<file path="src/rtl/mem_pkg.sv">
// rtl/mem_pkg.sv - shared memory state codes, arbiter FSM states and port indices
package mem_pkg;

   typedef enum logic [1:0] {
      MEM_OK    = 2'd0,
      MEM_RW    = 2'd1,
      MEM_OOB   = 2'd2,
      MEM_ALIGN = 2'd3
   } mem_state_e;

   typedef enum logic {
      ARB_RUN    = 1'b0,
      ARB_HALTED = 1'b1
   } arb_state_e;

   localparam int PORT_IF  = 0;
   localparam int PORT_LSU = 1;

endpackage

</file>
<file path="src/rtl/mem_arbiter_if.sv">
// rtl/mem_arbiter_if.sv - requester handshakes and memory port bundle for mem_arbiter
interface mem_arbiter_if;
   logic        p0_req_valid, p1_req_valid;
   logic        p0_req_ready, p1_req_ready;
   logic        p0_req_we,    p1_req_we;
   logic [31:0] p0_req_addr,  p1_req_addr;
   logic [31:0] p0_req_wdata, p1_req_wdata;
   logic        p0_rsp_valid, p1_rsp_valid;
   logic [31:0] p0_rsp_rdata, p1_rsp_rdata;
   logic [1:0]  p0_rsp_err,   p1_rsp_err;
   logic        mem_r_en, mem_w_en;
   logic [31:0] mem_r_addr, mem_w_addr, mem_w_data;
   logic [31:0] mem_r_data;
   logic [1:0]  mem_state;

   modport slave (
      input  p0_req_valid, p1_req_valid, p0_req_we, p1_req_we,
             p0_req_addr, p1_req_addr, p0_req_wdata, p1_req_wdata,
             mem_r_data, mem_state,
      output p0_req_ready, p1_req_ready, p0_rsp_valid, p1_rsp_valid,
             p0_rsp_rdata, p1_rsp_rdata, p0_rsp_err, p1_rsp_err,
             mem_r_en, mem_w_en, mem_r_addr, mem_w_addr, mem_w_data
   );

   modport master (
      output p0_req_valid, p1_req_valid, p0_req_we, p1_req_we,
             p0_req_addr, p1_req_addr, p0_req_wdata, p1_req_wdata,
             mem_r_data, mem_state,
      input  p0_req_ready, p1_req_ready, p0_rsp_valid, p1_rsp_valid,
             p0_rsp_rdata, p1_rsp_rdata, p0_rsp_err, p1_rsp_err,
             mem_r_en, mem_w_en, mem_r_addr, mem_w_addr, mem_w_data
   );
endinterface

</file>
<file path="src/rtl/mem_arb_pick.sv">
// rtl/mem_arb_pick.sv - combinational two-way pick, round-robin or fixed port-0 priority
import mem_pkg::*;

module mem_arb_pick #(
   parameter bit ROUND_ROBIN = 1'b1
) (
   input  logic [1:0] valid,
   input  logic       last_grant,
   output logic [1:0] grant
);

   always_comb begin
      grant = valid;
      if (valid == 2'b11) begin
         grant = 2'b00;
         // On conflict the port that did not win last time goes first
         if (ROUND_ROBIN && last_grant == 1'(PORT_IF))
            grant[PORT_LSU] = 1'b1;
         else
            grant[PORT_IF] = 1'b1;
      end
   end

endmodule

</file>
<file path="src/rtl/mem_arbiter.sv">
// rtl/mem_arbiter.sv - two-port arbiter in front of the single-port word memory,
// with one-cycle responses and a sticky first-error latch that can halt traffic
import mem_pkg::*;

module mem_arbiter #(
   parameter string NAME          = "",
   parameter bit    ROUND_ROBIN   = 1'b1,
   parameter bit    HALT_ON_ERROR = 1'b1
) (
   input  logic          clk,
   input  logic          rst,
   mem_arbiter_if.slave  bus,
   output logic          err_valid,
   output logic [1:0]    err_code,
   output logic          err_port,
   output logic [31:0]   err_addr,
   input  logic          err_clear
);

   localparam logic [0:0] ST_RUN    = 1'(ARB_RUN);
   localparam logic [0:0] ST_HALTED = 1'(ARB_HALTED);

   logic [0:0]  state;
   logic        last_grant;
   logic [1:0]  pick_grant, grant;
   logic        issue, sel, iss_we;
   logic [31:0] iss_addr, iss_wdata;
   logic        tag_valid, tag_port, tag_we;
   logic [31:0] tag_addr;
   logic [31:0] rsp_rdata;
   logic        new_err;

   mem_arb_pick #(.ROUND_ROBIN(ROUND_ROBIN)) u_pick (
      .valid      ({bus.p1_req_valid, bus.p0_req_valid}),
      .last_grant (last_grant),
      .grant      (pick_grant)
   );

   assign grant  = (state == ST_RUN && !rst) ? pick_grant : 2'b00;
   assign issue  = |grant;
   assign sel    = grant[PORT_LSU];
   assign iss_we    = sel ? bus.p1_req_we    : bus.p0_req_we;
   assign iss_addr  = sel ? bus.p1_req_addr  : bus.p0_req_addr;
   assign iss_wdata = sel ? bus.p1_req_wdata : bus.p0_req_wdata;

   assign bus.p0_req_ready = grant[PORT_IF];
   assign bus.p1_req_ready = grant[PORT_LSU];

   assign bus.mem_r_en   = issue & ~iss_we;
   assign bus.mem_w_en   = issue &  iss_we;
   assign bus.mem_r_addr = bus.mem_r_en ? iss_addr  : 32'd0;
   assign bus.mem_w_addr = bus.mem_w_en ? iss_addr  : 32'd0;
   assign bus.mem_w_data = bus.mem_w_en ? iss_wdata : 32'd0;

   // mem_state is only meaningful in the cycle after an issue
   assign rsp_rdata        = (tag_valid && !tag_we) ? bus.mem_r_data : 32'd0;
   assign bus.p0_rsp_valid = tag_valid && (tag_port == 1'(PORT_IF));
   assign bus.p1_rsp_valid = tag_valid && (tag_port == 1'(PORT_LSU));
   assign bus.p0_rsp_rdata = bus.p0_rsp_valid ? rsp_rdata : 32'd0;
   assign bus.p1_rsp_rdata = bus.p1_rsp_valid ? rsp_rdata : 32'd0;
   assign bus.p0_rsp_err   = bus.p0_rsp_valid ? bus.mem_state : 2'd0;
   assign bus.p1_rsp_err   = bus.p1_rsp_valid ? bus.mem_state : 2'd0;

   assign new_err = tag_valid && (bus.mem_state != MEM_OK) && (!err_valid || err_clear);

   always_ff @(posedge clk or posedge rst) begin
      if (rst) begin
         state      <= ST_RUN;
         last_grant <= 1'(PORT_LSU);
         tag_valid  <= 1'b0;
         tag_port   <= 1'b0;
         tag_we     <= 1'b0;
         tag_addr   <= 32'd0;
         err_valid  <= 1'b0;
         err_code   <= 2'd0;
         err_port   <= 1'b0;
         err_addr   <= 32'd0;
      end else begin
         tag_valid <= issue;
         if (issue) begin
            tag_port   <= sel;
            tag_we     <= iss_we;
            tag_addr   <= iss_addr;
            last_grant <= sel;
         end
         if (new_err) begin
            err_valid <= 1'b1;
            err_code  <= bus.mem_state;
            err_port  <= tag_port;
            err_addr  <= tag_addr;
         end else if (err_clear) begin
            err_valid <= 1'b0;
            err_code  <= 2'd0;
            err_port  <= 1'b0;
            err_addr  <= 32'd0;
         end
         if (new_err && HALT_ON_ERROR)
            state <= ST_HALTED;
         else if (err_clear)
            state <= ST_RUN;
      end
   end

   a_rw_exclusive: assert property (@(posedge clk) disable iff (rst) !(bus.mem_r_en && bus.mem_w_en))
      else $error("%s: memory read and write enables both high", NAME);

endmodule

</file>
<file path="src/flat_wrapper.sv">
// flat-port wrapper written by rule: the top's interface ports become plain ports
module mem_arbiter_flat 
#(
   parameter string NAME          = "",
   parameter bit    ROUND_ROBIN   = 1'b1,
   parameter bit    HALT_ON_ERROR = 1'b1
)
  (clk, rst, err_valid, err_code, err_port, err_addr, err_clear, bus_p0_req_valid, bus_p1_req_valid, bus_p0_req_we, bus_p1_req_we, bus_p0_req_addr, bus_p1_req_addr, bus_p0_req_wdata, bus_p1_req_wdata, bus_mem_r_data, bus_mem_state, bus_p0_req_ready, bus_p1_req_ready, bus_p0_rsp_valid, bus_p1_rsp_valid, bus_p0_rsp_rdata, bus_p1_rsp_rdata, bus_p0_rsp_err, bus_p1_rsp_err, bus_mem_r_en, bus_mem_w_en, bus_mem_r_addr, bus_mem_w_addr, bus_mem_w_data);
  mem_arbiter_if bus_i ();
  input  logic clk;
  input  logic rst;
  output logic err_valid;
  output logic [1:0] err_code;
  output logic err_port;
  output logic [31:0] err_addr;
  input  logic err_clear;
  input wire logic [$bits(bus_i.p0_req_valid)-1:0] bus_p0_req_valid;
  input wire logic [$bits(bus_i.p1_req_valid)-1:0] bus_p1_req_valid;
  input wire logic [$bits(bus_i.p0_req_we)-1:0] bus_p0_req_we;
  input wire logic [$bits(bus_i.p1_req_we)-1:0] bus_p1_req_we;
  input wire logic [$bits(bus_i.p0_req_addr)-1:0] bus_p0_req_addr;
  input wire logic [$bits(bus_i.p1_req_addr)-1:0] bus_p1_req_addr;
  input wire logic [$bits(bus_i.p0_req_wdata)-1:0] bus_p0_req_wdata;
  input wire logic [$bits(bus_i.p1_req_wdata)-1:0] bus_p1_req_wdata;
  input wire logic [$bits(bus_i.mem_r_data)-1:0] bus_mem_r_data;
  input wire logic [$bits(bus_i.mem_state)-1:0] bus_mem_state;
  output wire logic [$bits(bus_i.p0_req_ready)-1:0] bus_p0_req_ready;
  output wire logic [$bits(bus_i.p1_req_ready)-1:0] bus_p1_req_ready;
  output wire logic [$bits(bus_i.p0_rsp_valid)-1:0] bus_p0_rsp_valid;
  output wire logic [$bits(bus_i.p1_rsp_valid)-1:0] bus_p1_rsp_valid;
  output wire logic [$bits(bus_i.p0_rsp_rdata)-1:0] bus_p0_rsp_rdata;
  output wire logic [$bits(bus_i.p1_rsp_rdata)-1:0] bus_p1_rsp_rdata;
  output wire logic [$bits(bus_i.p0_rsp_err)-1:0] bus_p0_rsp_err;
  output wire logic [$bits(bus_i.p1_rsp_err)-1:0] bus_p1_rsp_err;
  output wire logic [$bits(bus_i.mem_r_en)-1:0] bus_mem_r_en;
  output wire logic [$bits(bus_i.mem_w_en)-1:0] bus_mem_w_en;
  output wire logic [$bits(bus_i.mem_r_addr)-1:0] bus_mem_r_addr;
  output wire logic [$bits(bus_i.mem_w_addr)-1:0] bus_mem_w_addr;
  output wire logic [$bits(bus_i.mem_w_data)-1:0] bus_mem_w_data;
  assign bus_i.p0_req_valid = bus_p0_req_valid;
  assign bus_i.p1_req_valid = bus_p1_req_valid;
  assign bus_i.p0_req_we = bus_p0_req_we;
  assign bus_i.p1_req_we = bus_p1_req_we;
  assign bus_i.p0_req_addr = bus_p0_req_addr;
  assign bus_i.p1_req_addr = bus_p1_req_addr;
  assign bus_i.p0_req_wdata = bus_p0_req_wdata;
  assign bus_i.p1_req_wdata = bus_p1_req_wdata;
  assign bus_i.mem_r_data = bus_mem_r_data;
  assign bus_i.mem_state = bus_mem_state;
  assign bus_p0_req_ready = bus_i.p0_req_ready;
  assign bus_p1_req_ready = bus_i.p1_req_ready;
  assign bus_p0_rsp_valid = bus_i.p0_rsp_valid;
  assign bus_p1_rsp_valid = bus_i.p1_rsp_valid;
  assign bus_p0_rsp_rdata = bus_i.p0_rsp_rdata;
  assign bus_p1_rsp_rdata = bus_i.p1_rsp_rdata;
  assign bus_p0_rsp_err = bus_i.p0_rsp_err;
  assign bus_p1_rsp_err = bus_i.p1_rsp_err;
  assign bus_mem_r_en = bus_i.mem_r_en;
  assign bus_mem_w_en = bus_i.mem_w_en;
  assign bus_mem_r_addr = bus_i.mem_r_addr;
  assign bus_mem_w_addr = bus_i.mem_w_addr;
  assign bus_mem_w_data = bus_i.mem_w_data;
  mem_arbiter #(.NAME(NAME), .ROUND_ROBIN(ROUND_ROBIN), .HALT_ON_ERROR(HALT_ON_ERROR)) u_core (.clk(clk), .rst(rst), .bus(bus_i), .err_valid(err_valid), .err_code(err_code), .err_port(err_port), .err_addr(err_addr), .err_clear(err_clear));
endmodule
</file>
<file path="config.mk">
export PLATFORM = sky130hd
export DESIGN_NAME = mem_arbiter_flat
export DESIGN_NICKNAME = d
export VERILOG_FILES = /design/src/rtl/mem_pkg.sv /design/src/rtl/mem_arbiter_if.sv /design/src/rtl/mem_arb_pick.sv /design/src/rtl/mem_arbiter.sv /design/src/flat_wrapper.sv
export SDC_FILE = /design/constraint.sdc
export NUM_CORES = 1
export LEC_CHECK = 0
export ABC_AREA = 1
export CELL_PAD_IN_SITES_DETAIL_PLACEMENT = 1
export CELL_PAD_IN_SITES_GLOBAL_PLACEMENT = 1
export CORE_MARGIN = 2
export CORE_UTILIZATION = 22
export CTS_CLUSTER_DIAMETER = 60
export DETAILED_ROUTE_END_ITERATION = 12
export PLACE_DENSITY_LB_ADDON = 0.1
export SKIP_CTS_REPAIR_TIMING = 1
export SLEW_MARGIN = 25
export SYNTH_ARGS = -nofsm -noshare
export SYNTH_HDL_FRONTEND = slang
export SYNTH_HIERARCHICAL = 1
export SYNTH_SLANG_ARGS = --single-unit
</file>
<file path="constraint.sdc">
create_clock -name clk -period 2.7 [get_ports clk]
set_clock_uncertainty 0.05 [all_clocks]
set_input_delay 0.27 -clock clk [delete_from_list [all_inputs] [get_ports clk]]
set_output_delay 0.27 -clock clk [all_outputs]
set_load 0.01 [all_outputs]
</file>
### Word level (Yosys, flattened, before mapping)

Index checks and enable logic that the tools add are counted.

* register bits: 72
* latch bits: 0
* bits in writable memories: 0
* bits in read-only memories: 0
* input bits: 169
* word-level logic and storage cells: 50
* memories: 0

* $add $sub $neg: 0
* $mul: 0
* divide/modulo/power cells: 0
* order comparisons: 0
* equality and inequality tests: 1
* shifts and indexed selects: 0
* mux-type cells: 22
* bitwise gates (word level): 5
* reductions and logical operators: 13

Operators by type and width (number)
* $mux W32: 10
* $mux W2: 6
* $logic_and A1 B1 Y1: 6
* $mux W1: 6
* $reduce_bool A2 Y1: 2
* $logic_not A1 Y1: 3
* $not A1 Y1: 3
* $and A1 B1 Y1: 2
* $eq A2 B2 Y1 const B: 1
* $reduce_or A2 Y1: 1
* $logic_or A1 B1 Y1: 1

### Longest topological paths before layout

Gate-level depths: netlist (run 1).

* depth in word-level cells: 7
* mapped depth: 9
* depth with buffers taken out: 8

### By module

Netlist (run 1), hierarchy kept.

By module, submodules not included
* mem_arbiter: times used 1, cells each 821, area an instance 4962.3 sq um, seq. area each 1803.0 sq um
* mem_arb_pick: times used 1, cells each 5, area an instance 21.3 sq um, seq. area each 0.0 sq um

### Worst setup path before layout (run 1)

OpenSTA, ideal clock, no wires.

* kind: reg-to-output
* start: register u_core.last_grant
* end: output bus_mem_w_addr[13]
* arrival: 1.439 ns
* required time: 2.380 ns
* path slack: 0.941 ns
* stages on the path, launching flop included: 8
* cell sequence: dfstp_2 > a21oi_1 > nand2_2 > nand2_4 > nand3_2 > buf_4 > buf_4 > nor2_1

* word-level cells in the longest chain between the ends: 6
* elaborated cells between the ends (all ways): 9
* classes of those cells: mux (7); bitwise (1); reduce/logical (1)

Ends and longest elaborated chain
* from (decl): RTL line mem_arbiter.sv:24 `logic last_grant;`
* from (signal assigned): RTL line mem_arbiter.sv:69 `last_grant <= 1'(PORT_LSU);`
* from (signal assigned): RTL line mem_arbiter.sv:84 `last_grant <= sel;`
* $mux W1 (*): RTL line mem_arb_pick.sv:17 `if (ROUND_ROBIN && last_grant == 1'(PORT_IF))`
* $mux W2 (*): RTL line mem_arb_pick.sv:14 `if (valid == 2'b11) begin`
* net u_core.pick_grant[1]: RTL line mem_arbiter.sv:25 `logic [1:0] pick_grant, grant;`
* $mux W2 (*): RTL line mem_arbiter.sv:39 `assign grant = (state == ST_RUN && !rst) ? pick_grant : 2'b00;`
* $reduce_or A2 Y1 or $mux W1 (tied branches): RTL line mem_arbiter.sv:40, mem_arbiter.sv:42
* $and A1 B1 Y1: RTL line mem_arbiter.sv:50 `assign bus.mem_w_en = issue & iss_we;`
* $mux W32 (*): RTL line mem_arbiter.sv:52 `assign bus.mem_w_addr = bus.mem_w_en ? iss_addr : 32'd0;`
* to (decl): RTL line flat_wrapper.sv:38 `output wire logic [$bits(bus_i.mem_w_addr)-1:0] bus_mem_w_addr;`

Mark *: on every way through the listed nets, which the timed path passes. The rest lies on a longest branch.

### Worst setup path after layout (run 1)

* start: input rst
* end: output bus_mem_r_addr[13]

* word-level cells in the longest chain between the ends: 7
* elaborated cells between the ends (all ways): 9
* classes of those cells: mux (4); bitwise (2); reduce/logical (3)

Ends and longest elaborated chain
* from (decl): RTL line flat_wrapper.sv:11 `input logic rst;`
* $logic_not A1 Y1 (*): RTL line mem_arbiter.sv:39
* $logic_and A1 B1 Y1 (*): RTL line mem_arbiter.sv:39
* $mux W2 (*): RTL line mem_arbiter.sv:39
* $mux W1: RTL line mem_arbiter.sv:42 `assign iss_we = sel ? bus.p1_req_we : bus.p0_req_we;`
* $not A1 Y1: RTL line mem_arbiter.sv:49 `assign bus.mem_r_en = issue & ~iss_we;`
* $and A1 B1 Y1: RTL line mem_arbiter.sv:49
* $mux W32 (*): RTL line mem_arbiter.sv:51 `assign bus.mem_r_addr = bus.mem_r_en ? iss_addr : 32'd0;`
* to (decl): RTL line flat_wrapper.sv:37 `output wire logic [$bits(bus_i.mem_r_addr)-1:0] bus_mem_r_addr;`

Every way passes the cells marked *; elsewhere a longest branch is shown, timed or not.

==> results by group, run 1 <==
Clocking
  • Worst skew pair latency: roughly 350 ps
  • Clk slew on worst S/H paths: approximately 60 ps
  • Clock root cell: clkbuf_16
  • TritonCTS buffer count: 9
  • H-Tree Depth: 3
  • CTS tree: built
  • CTS Sinks: slightly above 70
  • Clock buffer depth: 2

Pwr
  • PD cells: about 590 nW/um2
  • VDD IR max: 344 uV
  • Leak Pwr: roughly 6.2 nW

Layout
  • Core Util, Final: a little under half
  • Synth-to-Final Area Change: 104%
  • FF/Latch Area: 1800 um2
  • N_diodes: 0
  • Nets: about 1.4k
  • Layout cells sized above 1: 9.77%
  • Fillers: 2854
  • Area of the multi-input gates: 2630 um2

Timing
  • Min Clock Period, post-route: ~2600 ps
  • Final setup vio count: 0
  • Max Clock Freq: roughly 380 MHz
  • Max-slew violation count: 0
  • Final Hold Vio Count: 0
  • Slew HR: 55.7%
  • Total negative setup slack: 0 ps
  • Final worst path period share: 97.1%
  • Tightest Pin Transition: roughly 660 ps

Outcome
  • Run status: finished, final reports clean

Die
  • Core Box Area: roughly 22000 um2
  • I/O Pins: approximately 380
  • Starting Density: between 20% and 30%
  • DIE WIDTH: between 150 and 200 um
  • Die height: around 150 um
  • Die area: between 20000 and 25000 um2
  • Row cnt: 55

Run
  • Max_cap viols: 0

Global route
  • Initial antenna violation count: 0
  • First-pass GRT wire length: around 37 mm
  • Gr usage total: around a fifth
  • Largest net degree at the start of global routing: 50
  • Number of global-route vias before repair: 6868
  • Total gr overflow: 0

Critical path
  • Worst setup SP type: input pin
  • Cells on worst reg2reg path: 10
  • CP endpoint kind: output port
  • Most frequent CP cell: clkdlybuf4s50_1
  • Crit path DAT: approximately 2300 ps
  • Worst path slowest cell: clkdlybuf4s50_1
  • Reg-to-reg setup timing slack: approximately 740 ps
  • Crit path largest cell delay: 550 ps
  • Crit-path max FO: 24
  • Critical setup path kind: input pin to output port
  • RR Endpoint: u_core/tag_addr[24]$_DFFE_PP0P_
  • CP Cell Sequence: clkdlybuf4s50_1 -> nor2_4 -> buf_4 -> nand2_2 -> nand2_4 -> nand3_2 -> buf_12 -> nor2_1 -> clkdlybuf4s50_1
  • Required @ worst endpoint: roughly 2400 ps
  • R2R Path Start: u_core/state$_DFFE_PP0P_

Routing
  • Post-route DRC: 0
  • Iteration-0 DRC Markers: 240
  • Vias/cell: 4.35
  • Vias: approximately 6.7k
  • Final WL: between 20 and 25 mm
  • DRT Pass-1 Iters: 4
  • Drt wl/cell: roughly 16 um
  • Routed Antenna Nets: 0

Synth
  • Post-Syn Area: roughly 5000 um2
  • Unique masters post-synth: 19
  • Syn avg cell area: 6.03 um2
  • #FFs+latches synth: between 70 and 80
  • Post-synthesis net count: a little under 1k
  • Post-Synthesis Cells: a little over 800
  • Ys Warns: 6
  • Register area share after synthesis: a little over a third

Placement
  • Post-DP HPWL: 18.3 mm
  • Port bufs: between 300 and 400
  • RD Place Congestion: approximately 0.79

Min path
  • Worst min path class: input pin to async pin
[cell type report]
class                      instances  share of cell area (%)
multi-input combinational        615                    25.8
inverter                          83                    3.07
tap                              285                    3.50
timing repair buffer             463                    46.5
clock inverter                     6                    1.14
sequential                        72                    17.7
clock buffer                      10                    2.25
[synthesized netlist by cell type]
library cell / count / area [um2]
a21oi_1: 1 / 5.00
buf_1: 8 / 30.0
buf_2: 27 / 135
buf_4: 2 / 15.0
buf_6: 4 / 45.0
clkbuf_1: 15 / 56.3
dfrtp_1: 71 / 1780
dfstp_2: 1 / 26.3
inv_1: 80 / 300
inv_2: 3 / 11.3
nand2_1: 307 / 1150
nand2_2: 1 / 6.26
nand2_4: 1 / 11.3
nand3_1: 104 / 521
nand3_2: 2 / 20.0
nand3b_1: 31 / 233
nor2_1: 166 / 623
nor2_4: 1 / 11.3
o21ai_0: 1 / 5.00
[layout by cell type (no fill, tap or decap), types with 3 or more instances in the layout]
cell / instances
nor2_1: 165
nand3_2: 3
buf_4: 77
nand3b_1: 31
buf_12: 9
dlymetal6s2s_1: 71
nand2_2: 3
nand2_1: 304
clkdlybuf4s50_1: 303
dfrtp_1: 70
inv_1: 79
inv_2: 3
bufinv_16: 3
nand3_1: 102
clkbuf_16: 11
[worst max-delay path by stage]
stage	end	slack, ps	start	depth (start not counted)
2_1_floorplan	u_core/err_addr[0]$_DFFE_PP0P_	560	rst	1
3_3_place_gp	bus_mem_w_data[22]	80	bus_p1_req_valid	9
3_5_place_dp	bus_mem_w_data[17]	40	rst	9
4_1_cts	bus_mem_w_data[26]	-50	u_core/last_grant$_DFFE_PP1P_	9
5_1_grt	bus_mem_r_addr[21]	-2	u_core/state$_DFFE_PP0P_	8
6_report	bus_mem_r_addr[13]	80	rst	9
[cells by family after synthesis]
kind of cell	count (synthesis)	share of synthesized area [%]
compound gates	2	0.201
simple gates	613	51.7
buf+inv	139	11.9
flops	72	36.2
[sequential cells by signal (all words and copies together) (netlist names)]
signal,flops
u_core/err_addr,32
u_core/err_code,2
u_core/err_port,1
u_core/last_grant,1
u_core/state,1
u_core/tag_addr,32
u_core/tag_port,1
u_core/tag_valid,1
u_core/tag_we,1
[metal layers]
layer / routed length (um) / track usage, % / up-vias / part of all wire, %
met2: 11900 / 34.5 / 234 / 49
met3: 1780 / 5.60 / 28 / 7.4
li1: - / - / 3342 / -
met1: 9990 / 23.5 / 3074 / 41
met4: 468 / 5.38 / 0 / 1.9
met5: 0 / 0 / - / 0
[power breakdown]
group          switching, mW  total (mW)  leakage (nW)  internal (mW)
Sequential             0.223        1.69         0.926           1.47
Clock                  0.503        1.41         0.167          0.910
Combinational           1.52        2.92          5.11           1.40
[metrics by stage]
stage / setup WS, ps / instances / cell area, um2 / hold WS (ps) / power, mW
after CTS: -50.1 / 1529 / 9910 / 348 / 6.10
after floorplan: 557 / 826 / 4980 / 337 / 3.00
after detailed placement: 38.6 / 1513 / 9570 / 416 / 4.66
final: 78.8 / 1534 / 10200 / 336 / 6.03
after global routing: -1.73 / 1534 / 10200 / 388 / 6.48
after global placement: 76.2 / 1513 / 9570 / 406 / 4.60
[critical path: cells and delay by family]
| family | cells | cell delay (ps) |
|---|---|---|
| and+or+nand+nor | 5 | 610 |
| buffers and inverters | 4 | 1390 |
Note: power is estimated with default switching activity, not from simulation.
==> inputs of run 2 (changes only) <==
--- a/config.mk
+++ b/config.mk
@@ -11,11 +11,11 @@
 export CORE_MARGIN = 2
 export CORE_UTILIZATION = 22
 export CTS_CLUSTER_DIAMETER = 60
+export CTS_CLUSTER_SIZE = 10
 export DETAILED_ROUTE_END_ITERATION = 12
 export PLACE_DENSITY_LB_ADDON = 0.1
 export SKIP_CTS_REPAIR_TIMING = 1
 export SLEW_MARGIN = 25
 export SYNTH_ARGS = -nofsm -noshare
 export SYNTH_HDL_FRONTEND = slang
-export SYNTH_HIERARCHICAL = 1
 export SYNTH_SLANG_ARGS = --single-unit
==> run 2 against run 1 <==
Against the previous run: core utilization shrank 0.41 points; register-to-register slack gained 230 ps; critical path depth shrank 1; setup slack lost 51 ps; non-clock buffer count shrank 24; via count shrank 0.39%; final cell count shrank 1.4%; first-iteration DRC count grew 27%; total power shrank 21%; sequential power shrank 15%; area after synthesis grew 0.50%; critical endpoint is now bus_mem_w_data[17]; largest power group unchanged.
==> results by group, run 2 <==
Die
  • Row cnt: 55 (unchanged)
  • Core Box Area: 22500 um2 (+0.31%)
  • Starting Density: 22.3% (+0.043 points)
  • Die height: 155 um (+0.25%)
  • Die area: 24000 um2 (+0.49%)
  • I/O Pins: 375 (unchanged)
  • DIE WIDTH: 155 um (+0.25%)

Timing
  • Final worst path period share: 99.0% (+1.9 points)
  • Max Clock Freq: 374 MHz (-1.9%)
  • RSZ-0062 raised after global routing: true
  • Final Hold Vio Count: 0 (unchanged)
  • Max-slew violation count: 0 (unchanged)
  • Slew HR: 56.5% (+0.76 points)
  • Final setup vio count: 0 (unchanged)
  • Min Clock Period, post-route: 2670 ps (+51.2 ps)
  • Tightest Pin Transition: 652 ps (-11.3 ps)

Critical path
  • Required @ worst endpoint: 2380 ps (about the same)
  • Worst setup SP type: flop
  • CP endpoint kind: output port
  • Crit-path max FO: 9 (-63%)
  • Crit path DAT: 2350 ps (+50 ps)
  • Critical setup path kind: flop to output port

Placement
  • Placed insts: 1489 (-1.6%)
  • DP Area: 9400 um2 (-1.7%)
  • Post-DP HPWL: 19.5 mm (+6.9%)
  • Port bufs: 374 (unchanged)
  • RD Place Congestion: 0.791 (+0.13%)

Run
  • Max_cap viols: 0 (unchanged)

Synth
  • Syn avg cell area: 6.01 um2 (-0.46%)
  • Dominant cell by count in the synthesized netlist: nand2_1
  • Post-Synthesis Cells: 834 (+0.97%)
  • Ys Warns: 0 (-6)
  • Commonest cells in the synthesized netlist: 280 x nand2_1, 166 x nor2_1, 109 x inv_1, 71 x dfrtp_1, 68 x nand3_1
  • Unique masters post-synth: 18 (-1)
  • Register area share after synthesis: 36.0% (-0.18 points)
  • Post-synthesis net count: 1003 (+0.80%)
  • Largest area contributor in the netlist: dfrtp_1
  • Post-synth top area share: 35.5% (-0.18 points)
  • Dominant cells by area after synthesis: dfrtp_1 35%, nand2_1 21%, nor2_1 12%
  • Post-Syn Area: 5010 um2 (+0.50%)
  • #FFs+latches synth: 72 (unchanged)
  • Synth Flop Type: dfrtp_1
  • Number of enable flip-flop cells after synthesis: 0 (unchanged)
  • Async SR Flop Fraction: 100% (unchanged)

Routing
  • DRT Pass-1 Iters: 4 (unchanged)
  • Iteration-0 DRC Markers: 305 (+27%)
  • Post-route DRC: 0 (unchanged)
  • Drt wl/cell: 16.6 um (+5.8%)
  • Vias/cell: 4.40 (+0.99%)
  • Routed Antenna Nets: 0 (unchanged)
  • Final WL: 25.2 mm (+4.4%)
  • Vias: 6652 (-0.39%)

Pwr
  • VDD IR max: 321 uV (-6.6%)
  • Tot Pwr: 4.77 mW (-21%)
  • PD cells: 471 nW/um2 (-20%)
  • Leak Pwr: 6.14 nW (-1.1%)

Clocking
  • CTS Sinks: 72 (unchanged)
  • Clock buffer depth: 2 (unchanged)
  • Clock root cell: clkbuf_16
  • CTS tree: built
  • H-Tree Depth: 3 (unchanged)
  • Worst skew pair latency: 330 ps (-20 ps)
  • Clk slew on worst S/H paths: 60 ps (about the same)
  • TritonCTS buffer count: 9 (unchanged)

Layout
  • Most common cell after layout, fill and taps aside: clkdlybuf4s50_1
  • Synth-to-Final Area Change: 102%
  • Post-route cell area: 10100 um2 (-0.60%)
  • Top flop regs: u_core.err_addr: 32 flops, u_core.tag_addr: 32 flops, u_core.err_code: 2 flops
  • Fillers: 2795 (-2.1%)
  • Layout cells sized above 1: 8.72% (-1.0 points)
  • Most frequent cells in the layout: 302 x clkdlybuf4s50_1, 277 x nand2_1, 165 x nor2_1
  • Nets: 1391 (-1.6%)
  • Finished Layout Cells: 1513 (-1.4%)

Global route
  • Largest net degree at the start of global routing: 52 (+4.0%)
  • Gr usage total: 19.9% (+0.27 points)
  • Initial antenna violation count: 1 (+1)
  • Total gr overflow: 0 (unchanged)
  • First-pass GRT wire length: 37.7 mm (+1.1%)
  • Number of global-route vias before repair: 6650 (-3.2%)

Outcome
  • Run status: finished, final reports clean

Min path
  • Worst min path class: input pin to async pin
## run 2: critical path, stage by stage, from the launching register on
cell and delay (ps):
dfrtp_2 450, nor2_4 200, buf_4 160, buf_6 120, nand4_1 190, nand3_4 210
buf_4 170, nor2_1 50, clkdlybuf4s50_1 470
## run 2: metal layers
metal / global-route usage, % / vias up / share of wire [%]
li1: - / 3342 / -
met1: 24.6 / 3067 / 42
met2: 34.6 / 222 / 49
met3: 5.65 / 21 / 7.3
met4: 4.01 / 0 / 1.6
met5: 0 / - / 0
## run 2: per-stage QoR
step | utilization, % | hold slack [ps] | setup TNS, ps | setup slack, ps
finish | 45.0 | 11.2 | 0 | 27.6
global route | 45.0 | 53.8 | -813 | -90.3
CTS | 43.4 | 380 | -3380 | -115
detailed placement | 41.8 | 415 | -1010 | -79.7
global placement | 41.8 | 409 | -567 | -75.9
floorplan | - | 337 | 0 | 557
## run 2: path summary, 6_finish.rpt
check / slack [ps] / end / depth (start not counted) / start
min in group clk: 430 / u_core.err_addr[30]$_DFFE_PP0P_ / 2 / u_core.tag_addr[30]$_DFFE_PP0P_
worst min-delay path: 10 / u_core.tag_addr[29]$_DFFE_PP0P_ / 2 / rst
worst min register to register: 430 / u_core.err_addr[30]$_DFFE_PP0P_ / 2 / u_core.tag_addr[30]$_DFFE_PP0P_
max in group asynchronous: 2000 / u_core.err_valid$_DFFE_PP0P_ / 3 / rst
worst max-delay path: 30 / bus_mem_w_data[17] / 8 / u_core.err_valid$_DFFE_PP0P_
worst max register to register: 970 / u_core.tag_addr[25]$_DFFE_PP0P_ / 8 / u_core.last_grant$_DFFE_PP1P_
## run 2: final cells by class
type	instances	area [um2]	area share [%]
diodes	1	2.50	0.0247
clock buffers	12	267	2.63
clock inverters	4	98.8	0.976
inverters	112	422	4.16
multi-input cells	588	2580	25.5
flip-flops and latches	72	1800	17.8
well taps	285	357	3.52
repair buffers	439	4600	45.4
## run 2: report_power, final
| part | total [mW] | switching [mW] | internal (mW) |
|---|---|---|---|
| Combinational | 1.92 | 0.974 | 0.947 |
| Sequential | 1.43 | 0.140 | 1.29 |
| Clock | 1.42 | 0.443 | 0.980 |
## run 2: cell families (layout without fill, tap and decap cells)
family / after synthesis / count (layout) / synth area share, %
buf+inv: 174 / 567 / 14.2
simple gates: 583 / 583 / 49.1
compound gates: 5 / 5 / 0.724
flops: 72 / 72 / 36.0
other cells: 0 / 1 / 0
==> inputs of run 3 (changes only) <==
--- a/config.mk
+++ b/config.mk
@@ -6,13 +6,11 @@
 export NUM_CORES = 1
 export LEC_CHECK = 0
 export ABC_AREA = 1
-export CELL_PAD_IN_SITES_DETAIL_PLACEMENT = 1
-export CELL_PAD_IN_SITES_GLOBAL_PLACEMENT = 1
-export CORE_MARGIN = 2
-export CORE_UTILIZATION = 22
+export CORE_AREA = 2 2 144 146
 export CTS_CLUSTER_DIAMETER = 60
 export CTS_CLUSTER_SIZE = 10
 export DETAILED_ROUTE_END_ITERATION = 12
+export DIE_AREA = 0 0 146 148
 export PLACE_DENSITY_LB_ADDON = 0.1
 export SKIP_CTS_REPAIR_TIMING = 1
 export SLEW_MARGIN = 25
==> constraint.sdc (replaced) <==
create_clock -name clk -period 3.1 [get_ports clk]
set_clock_uncertainty 0.05 [all_clocks]
set_input_delay 0.31 -clock clk [delete_from_list [all_inputs] [get_ports clk]]
set_output_delay 0.31 -clock clk [all_outputs]
set_load 0.01 [all_outputs]
==> run 3 against run 2 <==
Against the previous run: final cell count is 3.6% lower; first-iteration DRC count shrank 6.2%; register-to-register slack gained 200 ps; worst hold slack better by 410 ps; critical path type is now input pin to output port; clock power fell by 30%; core utilization up 1.8 points.
==> results by group, run 3 (same netlist as run 2, synthesis figures left out) <==
Layout
  • Synth-to-Final Area Change: 87.4%
  • N_diodes: 0 (-1)
  • Nets: 1353 (-2.7%)
  • Top flop regs: u_core.err_addr: 32 flops, u_core.tag_addr: 32 flops, u_core.err_code: 2 flops
  • Layout cells sized above 1: 4.71% (-4.0 points)
  • Most common cell after layout, fill and taps aside: clkdlybuf4s50_1
  • Most frequent cells in the layout: 373 x clkdlybuf4s50_1, 279 x nand2_1, 165 x nor2_1
  • Finished Layout Cells: 1459 (-3.6%)

Clocking
  • CTS Sinks: 72 (unchanged)
  • H-Tree Depth: 3 (unchanged)
  • Worst skew pair latency: 330 ps (about the same)
  • Clk slew on worst S/H paths: 60 ps (about the same)
  • Clock buffer depth: 2 (unchanged)
  • CTS tree: built
  • Clock root cell: clkbuf_16
  • TritonCTS buffer count: 9 (unchanged)

Critical path
  • Crit-path max FO: 59 (+50)
  • Critical setup path kind: input pin to output port
  • CP endpoint kind: output port
  • Required @ worst endpoint: 2740 ps (+360 ps)
  • Worst setup SP type: input pin
  • Crit path DAT: 2570 ps (+220 ps)

Global route
  • First-pass GRT wire length: 35.7 mm (-5.5%)
  • Gr usage total: 20.7% (+0.83 points)
  • Total gr overflow: 0 (unchanged)
  • Number of global-route vias before repair: 6184 (-7.0%)
  • Largest net degree at the start of global routing: 61 (+17%)
  • Initial antenna violation count: 0 (-1)

Die
  • Core Box Area: 20000 um2 (-11%)
  • Starting Density: 25.0% (+2.7 points)
  • I/O Pins: 375 (unchanged)
  • Row cnt: 52 (-5.5%)
  • DIE WIDTH: 146 um (-5.7%)
  • Die area: 21600 um2 (-9.9%)
  • Die height: 148 um (-4.4%)

Timing
  • Tightest Pin Transition: 718 ps (+65.8 ps)
  • Min Clock Period, post-route: between 2000 and 3000 ps
  • Max Clock Freq: 342 MHz
  • Final worst path period share: between 90% and 100%
  • Final Hold Vio Count: 0 (unchanged)
  • Max-slew violation count: 0 (unchanged)
  • Slew HR: 52.1% (-4.4 points)
  • RSZ-0062 raised after global routing: false
  • Final setup vio count: 0 (unchanged)
  • Total negative setup slack: 0 ps (unchanged)

Pwr
  • VDD IR max: 264 uV (-18%)
  • Leak Pwr: 4.64 nW (-24%)
  • Tot Pwr: 3.80 mW (-20%)
  • PD cells: 405 nW/um2 (-14%)

Routing
  • Routed Antenna Nets: 0 (unchanged)
  • Drt wl/cell: 16.0 um (-4.0%)
  • Iteration-0 DRC Markers: 286 (-6.2%)
  • DRT Pass-1 Iters: 5 (+1)
  • Final WL: 23.3 mm (-7.4%)
  • Post-route DRC: 0 (unchanged)
  • Vias: 6402 (-3.8%)
  • Vias/cell: 4.39 (-0.20%)

Placement
  • Port bufs: 374 (unchanged)
  • RD Place Congestion: 0.843 (+6.5%)
  • Placed insts: 1443 (-3.1%)
  • Post-DP HPWL: 17.8 mm (-8.6%)

Outcome
  • Run status: finished, final reports clean

Min path
  • Worst min path class: flop to flop

Run
  • Max_cap viols: 0 (unchanged)
==> run 3: changes by cell type in the layout (fill, tap and decap cells not counted), sizes merged <==
cell	delta
clkdlybuf4s50	+71
dlymetal6s2s	-71
buf	-36
bufinv	-3
clkbuf	-2
clkinv	+1
clkinvlp	+1
diode	-1
inv	+1
==> run 3: final timing paths <==
check	from	to	slack [ps]	cells past startpoint
setup / recovery	rst	bus_mem_w_addr[2]	170	9
hold / removal	u_core.tag_addr[27]$_DFFE_PP0P_	u_core.err_addr[27]$_DFFE_PP0P_	420	2
setup reg to reg	u_core.err_valid$_DFFE_PP0P_	u_core.tag_we$_DFFE_PP0P_	1170	7
hold reg to reg	u_core.tag_addr[27]$_DFFE_PP0P_	u_core.err_addr[27]$_DFFE_PP0P_	420	2
max in group asynchronous	rst	u_core.tag_addr[14]$_DFFE_PP0P_	1790	3
min in group asynchronous	rst	u_core.err_addr[28]$_DFFE_PP0P_	480	2
==> run 3: worst max-delay path: stages <==
cell             delay (ps)
clkdlybuf4s50_1         500
nor2_4                  230
nand3_2                 130
buf_12                  210
nand2_1                 120
nand2_1                 110
buf_4                   170
nor2_1                  190
clkdlybuf4s50_1         580
==> run 3: per-stage QoR <==
step | hold slack (ps) | worst slack (ps) | cell area [um2] | utilization [%]
after global placement | 410 | 129 | 9090 | 45.4
after floorplan | 377 | 917 | 5010 | -
after global routing | 443 | 33.6 | 9390 | 46.8
after detailed placement | 409 | 137 | 9090 | 45.4
after CTS | 421 | 125 | 9390 | 46.8
final | 420 | 173 | 9390 | 46.8
==> run 3: final cells by class <==
cell class / instances / area [um2]
well taps: 270 / 338
clock inverters: 4 / 26.3
inverters: 112 / 422
repair buffers: 401 / 4020
flip-flops and latches: 72 / 1800
fillers: 2151 / 10700
clock buffers: 12 / 267
multi-input cells: 588 / 2520
==> run 3: power by group <==
part	total (mW)	switching (mW)	leakage, nW	internal (mW)
logic	1.56	0.814	3.57	0.751
clock network	0.995	0.389	0.145	0.607
registers	1.24	0.116	0.926	1.12
total	3.80	1.32	4.64	2.48
==> run 3: layer usage <==
| layer | GRT usage, % | wire, um |
|---|---|---|
| met1 | 27.1 | 10100 |
| met2 | 34.2 | 11100 |
| met3 | 5.40 | 1780 |
| met4 | 5.39 | 289 |
| met5 | 0 | 0 |
==> patch 1, RTL diff (config.mk and constraints of run 2) <==
`HALT_ON_ERROR` is set to 1'b1 in 2 places; all go to 1'b0.
--- a/src/rtl/mem_arbiter.sv
+++ b/src/rtl/mem_arbiter.sv
@@ -5,7 +5,7 @@
 module mem_arbiter #(
    parameter string NAME          = "",
    parameter bit    ROUND_ROBIN   = 1'b1,
-   parameter bit    HALT_ON_ERROR = 1'b1
+   parameter bit    HALT_ON_ERROR = 1'b0
 ) (
    input  logic          clk,
    input  logic          rst,
--- a/src/flat_wrapper.sv
+++ b/src/flat_wrapper.sv
@@ -3,7 +3,7 @@
 #(
    parameter string NAME          = "",
    parameter bit    ROUND_ROBIN   = 1'b1,
-   parameter bit    HALT_ON_ERROR = 1'b1
+   parameter bit    HALT_ON_ERROR = 1'b0
 )
   (clk, rst, err_valid, err_code, err_port, err_addr, err_clear, bus_p0_req_valid, bus_p1_req_valid, bus_p0_req_we, bus_p1_req_we, bus_p0_req_addr, bus_p1_req_addr, bus_p0_req_wdata, bus_p1_req_wdata, bus_mem_r_data, bus_mem_state, bus_p0_req_ready, bus_p1_req_ready, bus_p0_rsp_valid, bus_p1_rsp_valid, bus_p0_rsp_rdata, bus_p1_rsp_rdata, bus_p0_rsp_err, bus_p1_rsp_err, bus_mem_r_en, bus_mem_w_en, bus_mem_r_addr, bus_mem_w_addr, bus_mem_w_data);
   mem_arbiter_if bus_i ();
Formal check against the unedited RTL: not equivalent (a bounded check fails within 4 cycles, from zero or initial values and one cycle with rst high).
==> patch 1 against run 2 <==
Sequential share of layout area grew 1.2 points; final area shrank 6.1%; critical path depth is the same; area after synthesis shrank 2.2%; total power shrank 18%; critical path type is now in2out; die area shrank 2.1%; combinational power shrank 25%; worst setup slack gained 0.088 ns; routed wire length shrank 2.6%; sequential cell count is the same; largest cell class unchanged; core utilization shrank 1.4 points; count of clock-buffer cells in the layout shrank 2.
==> patch 1: results (changes against run 2) <==
status complete, no violations (unchanged); fin util 43.57% (was 45.02%); worst endpoint data arrival time 2.26 ns (was 2.35 ns); top cells by count, synth 208 x nand2_1, 166 x nor2_1, 136 x inv_1 (was 280 x nand2_1, 166 x nor2_1, 109 x inv_1); via count 6,257 (was 6,652); vias in the first global route 6,401 (was 6,650); dpl hpwl 18,770 um (was 19,520 um); clk tree area frac 3.224% (was 3.607%); Net Sw Frac 31.54% (was 32.62%); number of clock buffers in the layout 10 (was 12); share of cells above drive strength 1 5.299% (was 8.720%); Unique masters post-synth 17 (was 18); placement-stage cell area 9084 um2 (was 9402 um2); initial antenna violation count 2 (was 1); GRT Util Overall 20.00% (was 19.90%); Gate Count Post-Synth 818 (was 834); multi-input gate share of total cell area 24.74% (was 25.51%); CP Max Fanout 38 (was 9); signal buffers share of area 43.82% (was 45.37%); Clk pwr share 30.8% (was 29.8%); worst ir drop on vdd 277.9 uV (was 321.1 uV); wire per inst 16.66 um (was 16.62 um); Mean Syn Cell Area 5.988 um2 (was 6.005 um2); Hold Path Class reg2reg (was in2async); Final nets 1,353 (was 1,391); sequential share of the synthesized area 36.81% (was 36.00%); Power Dens Cells 414.0 nW/um2 (was 471.3 nW/um2); FF+latch count 72 (unchanged); Register Area 1803 um2 (was 1804 um2)
patch 1: cell types whose count changed in the layout (fill, tap and decap cells not counted), sizes merged, moves of 30 or more:
cell           before  now
nand2             280  208
clkdlybuf4s50     302  370
dlymetal6s2s       71    4
nand4              66    0
nand3              70  133
o21ai               3   38
buf                64   34
patch 1: final timing paths:
check | start | endpoint | slack, ns | cells past startpoint
min reg2reg | u_core.tag_addr[3] | u_core.tag_addr[3] | 0.43 | 2
max reg2reg | u_core.last_grant | u_core.tag_addr[5] | 1.14 | 7
min in group asynchronous | rst | u_core.tag_addr[31] | 0.53 | 3
max | bus_p0_req_valid | bus_mem_w_data[31] | 0.12 | 8
min | u_core.tag_addr[3] | u_core.tag_addr[3] | 0.43 | 2
max in group asynchronous | rst | u_core.tag_addr[29] | 1.58 | 3
patch 1: layer usage:
metal	track usage, %	routed length [um]	vias to the layer above
met1	24.27	10070	2846
met5	0	13	-
met3	7.003	2018	21
met2	34.06	12000	199
li1	-	-	3189
met4	4.586	389	2
==> patch 2, RTL diff (config.mk and constraints of run 2) <==
Without the edit above. Reset style: synchronous (`rst`), changed in one clocked block.
--- a/src/rtl/mem_arbiter.sv
+++ b/src/rtl/mem_arbiter.sv
@@ -63,7 +63,7 @@
 
    assign new_err = tag_valid && (bus.mem_state != MEM_OK) && (!err_valid || err_clear);
 
-   always_ff @(posedge clk or posedge rst) begin
+   always_ff @(posedge clk) begin
       if (rst) begin
          state      <= ST_RUN;
          last_grant <= 1'(PORT_LSU);
Function: differs if rst is asserted again (counterexample within 4 cycles, from zero or initial values and one cycle with rst high); with rst held inactive, the same outputs for 10 cycles.
==> patch 2 against run 2 <==
Sequential cell count unchanged; total power decreased by 25%; non-clock buffer count fell by 41; critical path depth fell by 1; largest cell class unchanged; highest routed layer is now met5; global-route usage grew 1.5 points; worst setup slack better by 0.094 ns; clock power down 9%; routed wire length increased by 0.54%; area after synthesis shrank 6.6%; first-iteration DRC count shrank 27%; largest power group is now the clock network; final area down 9.9%.
==> patch 2: results (changes against run 2) <==
number of fill cells in the layout 2,703 (was 2,795); reg-to-reg slack, setup 1.16 ns (was 0.97 ns); M1 GR Usage 25.80% (was 24.64%); top cells by count, synth 238 x nand2_1, 166 x nor2_1, 107 x inv_1 (was 280 x nand2_1, 166 x nor2_1, 109 x inv_1); worst ir drop on vdd 273.2 uV (was 321.1 uV); GRT Util Overall 21.44% (was 19.90%); non-clock buffer count 398 (was 439); number of clock buffers in the layout 11 (was 12); syn_nets 998 (was 1,003); Final nets 1,345 (was 1,391); dpl hpwl 19,230 um (was 19,520 um); Register Area 1441 um2 (was 1804 um2); Gate Count Post-Synth 829 (was 834); Routed met2 length 12,570 um (was 12,330 um); first-pass GRT wire length 37,400 um (was 37,750 um); grt met3 use 5.732% (was 5.655%); share of cells above drive strength 1 5.080% (was 8.720%); CP Max Fanout 15 (was 9); R2R Path End u_core.err_addr[9] (was u_core.tag_addr[25]); Worst Setup SP u_core.state (was u_core.err_valid); Top Layer Used met5 (was met4); Synth top area share 30.83% (was 35.47%); multi-input gate count 583 (was 588); vias in the first global route 6,395 (was 6,650); Post-Layout Cell Count 1,458 (was 1,513); sequential share of the synthesized area 30.83% (was 36.00%); Total Wirelength 25,290 um (was 25,150 um); area occupied by multi-input gates 2541 um2 (was 2584 um2); status complete, no violations (unchanged); placement-stage cell area 8760 um2 (was 9402 um2); vias per std cell 4.427 (was 4.397); n_diodes 2 (was 1); worst endpoint data arrival time 2.26 ns (was 2.35 ns); signal buffers share of area 44.34% (was 45.37%); met3 routed WL 1840 um (was 1841 um); post-place setup slack 0.1548 ns (was -0.07967 ns); top cells by area, synth dfxtp_1 31%, nand2_1 19%, nor2_1 13% (was dfrtp_1 35%, nand2_1 21%, nor2_1 12%); initial antenna violation count 3 (was 1); initial DRC count 224 (was 305); Unique masters post-synth 20 (was 18); slew at the pin closest to its max-slew limit 0.8022 ns (was 0.6518 ns)
## patch 2: worst min path at each step
stage,from,to,slack [ns],cells past startpoint
after floorplan,bus_mem_state[0],u_core.err_code[0],0.37,2
after global placement,u_core.tag_addr[20],u_core.tag_addr[20],0.40,2
after detailed placement,u_core.tag_addr[17],u_core.tag_addr[17],0.41,2
after CTS,rst,u_core.tag_port,0.39,4
after global routing,u_core.tag_addr[18],u_core.err_addr[18],0.43,2
final,u_core.tag_addr[23],u_core.err_addr[23],0.42,2
## patch 2: where the power goes
group / internal [W] / total [W] / switching (W)
Clock: 0.000833 / 0.00129 / 0.000461
Sequential: 0.00111 / 0.00114 / 0.0000281
Combinational: 0.000583 / 0.00115 / 0.000567
## patch 2: logic make-up after synthesis
logic type / Yosys count / share of synthesized area [%]
flops: 72 / 30.83
simple gates: 509 / 45.52
compound gates: 74 / 8.242
buf+inv: 174 / 15.41
